==> config.mk <==
export PLATFORM = sky130hd
export DESIGN_NAME = controller
export DESIGN_NICKNAME = d
export VERILOG_FILES = /design/src/rtl/controller.sv
export SDC_FILE = /design/constraint.sdc
export NUM_CORES = 1
export LEC_CHECK = 0
export CAP_MARGIN = 20
export CORE_AREA = 5 5 42 44
export CTS_BUF_LIST = sky130_fd_sc_hd__clkbuf_4
export DETAILED_ROUTE_END_ITERATION = 8
export DIE_AREA = 0 0 47 49
export GPL_TIMING_DRIVEN = 1
export HOLD_SLACK_MARGIN = 0.15
export PLACE_DENSITY = 0.49
export SYNTH_ARGS = -nofsm -noshare
export SYNTH_HDL_FRONTEND = slang
export SYNTH_SLANG_ARGS = --single-unit
export TNS_END_PERCENT = 50
==> constraint.sdc <==
create_clock -name clk -period 2.4 [get_ports clk]
set_input_delay 0.6 -clock clk [delete_from_list [all_inputs] [get_ports clk]]
set_output_delay 0.6 -clock clk [all_outputs]
set_load 0.01 [all_outputs]
==> src/rtl/controller.sv <==
// -----------------------------------------------------------------------------
// controller -- instruction sequencer for the 8-bit accumulator CPU.
//
// Steps an 8-phase fetch/execute cycle and decodes the current opcode and the
// ALU zero flag into memory, IR, PC and accumulator strobes. All strobes are a
// combinational decode of (state, opcode, zero).
//
// Ports:
//   clk          system clock, state advances on posedge
//   rst_         asynchronous active-low reset (state -> INST_ADDR)
//   opcode       current instruction-register opcode (typedefs::opcode_t)
//   zero         ALU accumulator-zero flag (used in ALU_OP only)
//   mem_rd       memory read strobe
//   load_ir      instruction register load
//   halt         processor halted
//   inc_pc       program counter increment
//   load_ac      accumulator load from ALU out
//   load_pc      program counter load (jump)
//   mem_wr       memory write strobe
//   instr_count  retired-instruction count, saturating at 16'hFFFF
//                (present only when CONTROLLER_INSTR_COUNT_EN is defined)
//
// Optional feature macro: CONTROLLER_INSTR_COUNT_EN
// -----------------------------------------------------------------------------

package typedefs;
  typedef enum logic [2:0] {
    HLT = 3'd0,
    SKZ = 3'd1,
    ADD = 3'd2,
    AND = 3'd3,
    XOR = 3'd4,
    LDA = 3'd5,
    STO = 3'd6,
    JMP = 3'd7
  } opcode_t;
endpackage

module controller (
  input  logic        clk,
  input  logic        rst_,
  input  logic [2:0]  opcode,
  input  logic        zero,
  output logic        mem_rd,
  output logic        load_ir,
  output logic        halt,
  output logic        inc_pc,
  output logic        load_ac,
  output logic        load_pc,
  output logic        mem_wr
`ifdef CONTROLLER_INSTR_COUNT_EN
  ,
  output logic [15:0] instr_count
`endif
);

  typedef enum logic [2:0] {
    INST_ADDR  = 3'd0,
    INST_FETCH = 3'd1,
    INST_LOAD  = 3'd2,
    IDLE       = 3'd3,
    OP_ADDR    = 3'd4,
    OP_FETCH   = 3'd5,
    ALU_OP     = 3'd6,
    STORE      = 3'd7
  } state_t;

  state_t state_q, state_d;

  // Opcode class flags. Decoded through a case with an all-zero default so an
  // unknown/X opcode lands in the default and raises no opcode-dependent strobe.
  logic is_hlt, is_skz, is_sto, is_jmp, aluop;

  always_comb begin
    is_hlt = 1'b0;
    is_skz = 1'b0;
    is_sto = 1'b0;
    is_jmp = 1'b0;
    aluop  = 1'b0;
    case (opcode)
      typedefs::HLT: is_hlt = 1'b1;
      typedefs::SKZ: is_skz = 1'b1;
      typedefs::ADD,
      typedefs::AND,
      typedefs::XOR,
      typedefs::LDA: aluop  = 1'b1;
      typedefs::STO: is_sto = 1'b1;
      typedefs::JMP: is_jmp = 1'b1;
      default: ;
    endcase
  end

  // Next state: linear advance with wrap, except HLT parks in OP_ADDR.
  // Parking is stable since load_ir is low there and the opcode cannot change.
  always_comb begin
    state_d = state_q;
    case (state_q)
      INST_ADDR:  state_d = INST_FETCH;
      INST_FETCH: state_d = INST_LOAD;
      INST_LOAD:  state_d = IDLE;
      IDLE:       state_d = OP_ADDR;
      OP_ADDR:    state_d = is_hlt ? OP_ADDR : OP_FETCH;
      OP_FETCH:   state_d = ALU_OP;
      ALU_OP:     state_d = STORE;
      STORE:      state_d = INST_ADDR;
      default:    state_d = INST_ADDR;
    endcase
  end

  always_ff @(posedge clk or negedge rst_) begin
    if (!rst_) state_q <= INST_ADDR;
    else       state_q <= state_d;
  end

  // Strobe decode.
  always_comb begin
    mem_rd  = 1'b0;
    load_ir = 1'b0;
    halt    = 1'b0;
    inc_pc  = 1'b0;
    load_ac = 1'b0;
    load_pc = 1'b0;
    mem_wr  = 1'b0;
    case (state_q)
      INST_ADDR: ;
      INST_FETCH: mem_rd = 1'b1;
      INST_LOAD, IDLE: begin
        mem_rd  = 1'b1;
        load_ir = 1'b1;
      end
      OP_ADDR: begin
        halt   = is_hlt;
        // Explicit non-HLT opcode rather than !is_hlt so X opcode stays quiet.
        inc_pc = is_skz | aluop | is_sto | is_jmp;
      end
      OP_FETCH: mem_rd = aluop;
      ALU_OP: begin
        mem_rd  = aluop;
        load_ac = aluop;
        inc_pc  = is_skz & (zero === 1'b1);
        load_pc = is_jmp;
      end
      STORE: begin
        mem_rd  = aluop;
        load_ac = aluop;
        inc_pc  = is_jmp;
        load_pc = is_jmp;
        mem_wr  = is_sto;
      end
      default: ;
    endcase
  end

`ifdef CONTROLLER_INSTR_COUNT_EN
  // Retired-instruction counter: bumps on the edge leaving STORE, saturates.
  // A halted sequencer never reaches STORE, so it stops counting by itself.
  logic [15:0] instr_count_q, instr_count_d;

  always_comb begin
    instr_count_d = instr_count_q;
    if (state_q == STORE && instr_count_q != 16'hFFFF)
      instr_count_d = instr_count_q + 16'd1;
  end

  always_ff @(posedge clk or negedge rst_) begin
    if (!rst_) instr_count_q <= 16'd0;
    else       instr_count_q <= instr_count_d;
  end

  assign instr_count = instr_count_q;
`endif

endmodule

==> metrics.cfg <==
[power]
p_int_uw = 275
power.density_mw_per_mm2 = 1010
switching_share_pct = 38.5
ir_drop_v = 0.000684
p_leak_nw = 0.202
p_comb_share_pct = 47.4
p_clk_share_pct = 22.0
switchingPower_uw = 172
seq_power_share_pct = 30.6

[sta]
setup_viol = 0
fin_crit_sh_pct = 96.0
max_freq_mhz = 434
fin_setup_tns_ns = 0
min_period_ns = 2.30
slew_headroom_pct = 72.9
drv_slew = 0
worst_pin_slew_ns = 0.406
rsz0062_at_grt = no
skew_ns = 0.00542
finalHoldViolations = 0

[routing]
first_pass_iters = 1
wirelength_um = 653
ant_nets = 0
wl_per_cell_um = 10.2
drt_iter0_drc = 0
route.vias.total = 269
vias_per_cell = 4.20
drc = 0

[global_routing]
grt_pass1_wl_mm = 1.08
grt_util_met3_pct = 5.54
grt_pass1_vias = 242
overflow = 0
busiest_layer = met1
grt.met2_usage_pct = 8.37
track_usage_pct = 6.64
grt_max_degree = 12
antenna_found_initial = 0
met1_usage_pct = 8.67

[final_layout]
area_delta_synth_final_pct = 79.3
fillers = 162
largestRegisters = state_q (3)
drive_gt1_share_pct = 37.5
nets = 55
seq_area_um2 = 75.1
diodes = 0
stdcell_area_um2 = 444
largest_reg_flops = 3
largest-register = state_q
multi_input_area_um2 = 163

[placed_design]
port_buffers = 12
post_dp_cell_area_um2 = 404
gp_congestion = 0.636

[critical_path]
crit_path_cell_trace = dlygate4sd2_1 -> or4b_4 -> nor3_2 -> buf_2
crit_start = opcode[0]
cp.depth = 4
r2r_setup_slack_ns = 1.20
cp-end-kind = primary output
cp_max_fo = 2
cpPeakStageDelay_ns = 0.55
arrival_ns = 1.70
reg2regPathDepth = 4
crit_path_start_kind = input port
critPathKind = input port to primary output
cpMaxStageDelayCell = or4b_4
r2r-start = state_q[2]
r2r-end = state_q[0]
cp_top_family = simple AND/OR/NAND/NOR gates
crit_end = halt
crit_required_ns = 1.80
critPathBufInv = 2

[clocking]
clkLatencyLatePin_ns = 0.23
root_buffer = clkbuf_4
clockBufferDepth = 2
htreeDepth = 1
cts_buffers = 3
cts_tree = yes
clkSinkCount = 3
clk_pin_slew_ns = 0.04
cts_setup_buffers = 0
holdBufCountCts = 0

[die]
fp.dieArea_mm2 = 0.00230
core_mm2 = 0.00140
die_h_um = 49
initial_core_util_pct = 17.7
fp.dieW_um = 47
rows = 14
io-pin-count = 13

[hold_path]
holdCritPathClass = input port to async pin

[synth]
ys_seq_area_share_pct = 30.3
yosysTopAreaCell = dfrtp_1
ys.flop_type = dfrtp_1
synth-async-reset-ratio_pct = 100
ys_seq_elements = 3
yosysUniqueCellTypes = 18
synthTopCellsByCount = nor2_1 (5), dfrtp_1 (3), nand2_1 (3)
synth.most_common_cell = nor2_1
syn-mean-instance-area_um2 = 8.26
synth_nets = 36
yosysWarnings = 0
synthTopCellsByArea = dfrtp_1 (30%), nor2_1 (7.6%), xnor2_1 (7.1%)
synth-edff-count = 0
syn-cell-area_um2 = 248
syn_inst = 30
synth_top_area_share_pct = 30.3

[outcome]
status = completed

[job]
cap_violations = 0

-- area by class of cell --
type	instances	share of cell area, %
multi-input cells	23	36.6
repair buffers	17	34.4
flip-flops and latches	3	16.9
clock buffers	4	6.76
well taps	16	4.51
inverters	1	0.845
-- metal layers --
metal  up-vias  part of all wire [%]
met2         8                    51
met5         -                     0
met1       120                    42
met4         0                     0
li1        141                     -
met3         0                   7.4
-- power by group through the flow --
stage	clock network, mW	registers, mW	logic (mW)
floorplan	0	0.0863	0.188
global placement	0	0.136	0.232
detailed placement	0	0.135	0.232
CTS	0.103	0.136	0.216
global route	0.112	0.145	0.236
finish	0.0986	0.137	0.212
-- worst min path at each step --
stage	from	to	depth (start not counted)
floorplan	rst_	state_q[0]	0
global placement	state_q[2]	state_q[2]	2
detailed placement	state_q[2]	state_q[2]	2
CTS	rst_	state_q[2]	1
global route	rst_	state_q[2]	1
finish	rst_	state_q[2]	1
-- metrics by stage --
step	power (mW)	worst slack [ns]	std cells	utilization, %	hold slack [ns]
after global routing	0.493	0.0464	64	31.7	0.545
after global placement	0.368	-0.472	60	28.8	0.615
after CTS	0.455	-0.0392	64	31.5	0.544
after detailed placement	0.367	-0.446	60	28.8	0.590
after floorplan	0.274	0.483	30	-	0.304
final	0.447	0.0961	64	31.7	0.550
-- placed cells by master, fill, tap and decap left out --
master	n
clkdlybuf4s15_2	1
dlygate4sd2_1	5
buf_4	3
buf_6	2
xor2_1	1
nor2b_1	2
clkdlybuf4s50_1	3
nor2_2	2
inv_1	1
a21oi_1	1
o21ai_1	1
dlymetal6s2s_1	1
nor3b_2	1
xnor2_1	2
clkbuf_4	4
nand4_1	2
a32o_1	1
nand2_1	3
buf_2	2
o32ai_2	1
dfrtp_1	3
or4b_4	1
nor2_1	4
nor3_2	1
-- repair_timing --
action | in CTS | in global routing
endpoints found under the hold margin | 0 | 0
pin swaps | 1 | 2
resized for setup | 22 | 1
cloned | 0 | 0
endpoints found under the setup margin | 6 | 3
-- worst register-to-register path: stages, from the launching register on --
cell and delay (ns):
dfrtp_1 0.34, or4b_4 0.48, buf_4 0.15, nor2_2 0.06, nor2_1 0.04
-- cells by family after synthesis --
family	Yosys count	synth area share (%)
simple gates	16	37.4
compound gates	4	11.6
buf+inv	4	10.1
xor+xnor	3	10.6
flops	3	30.3
(Power assumes the default switching activity.)
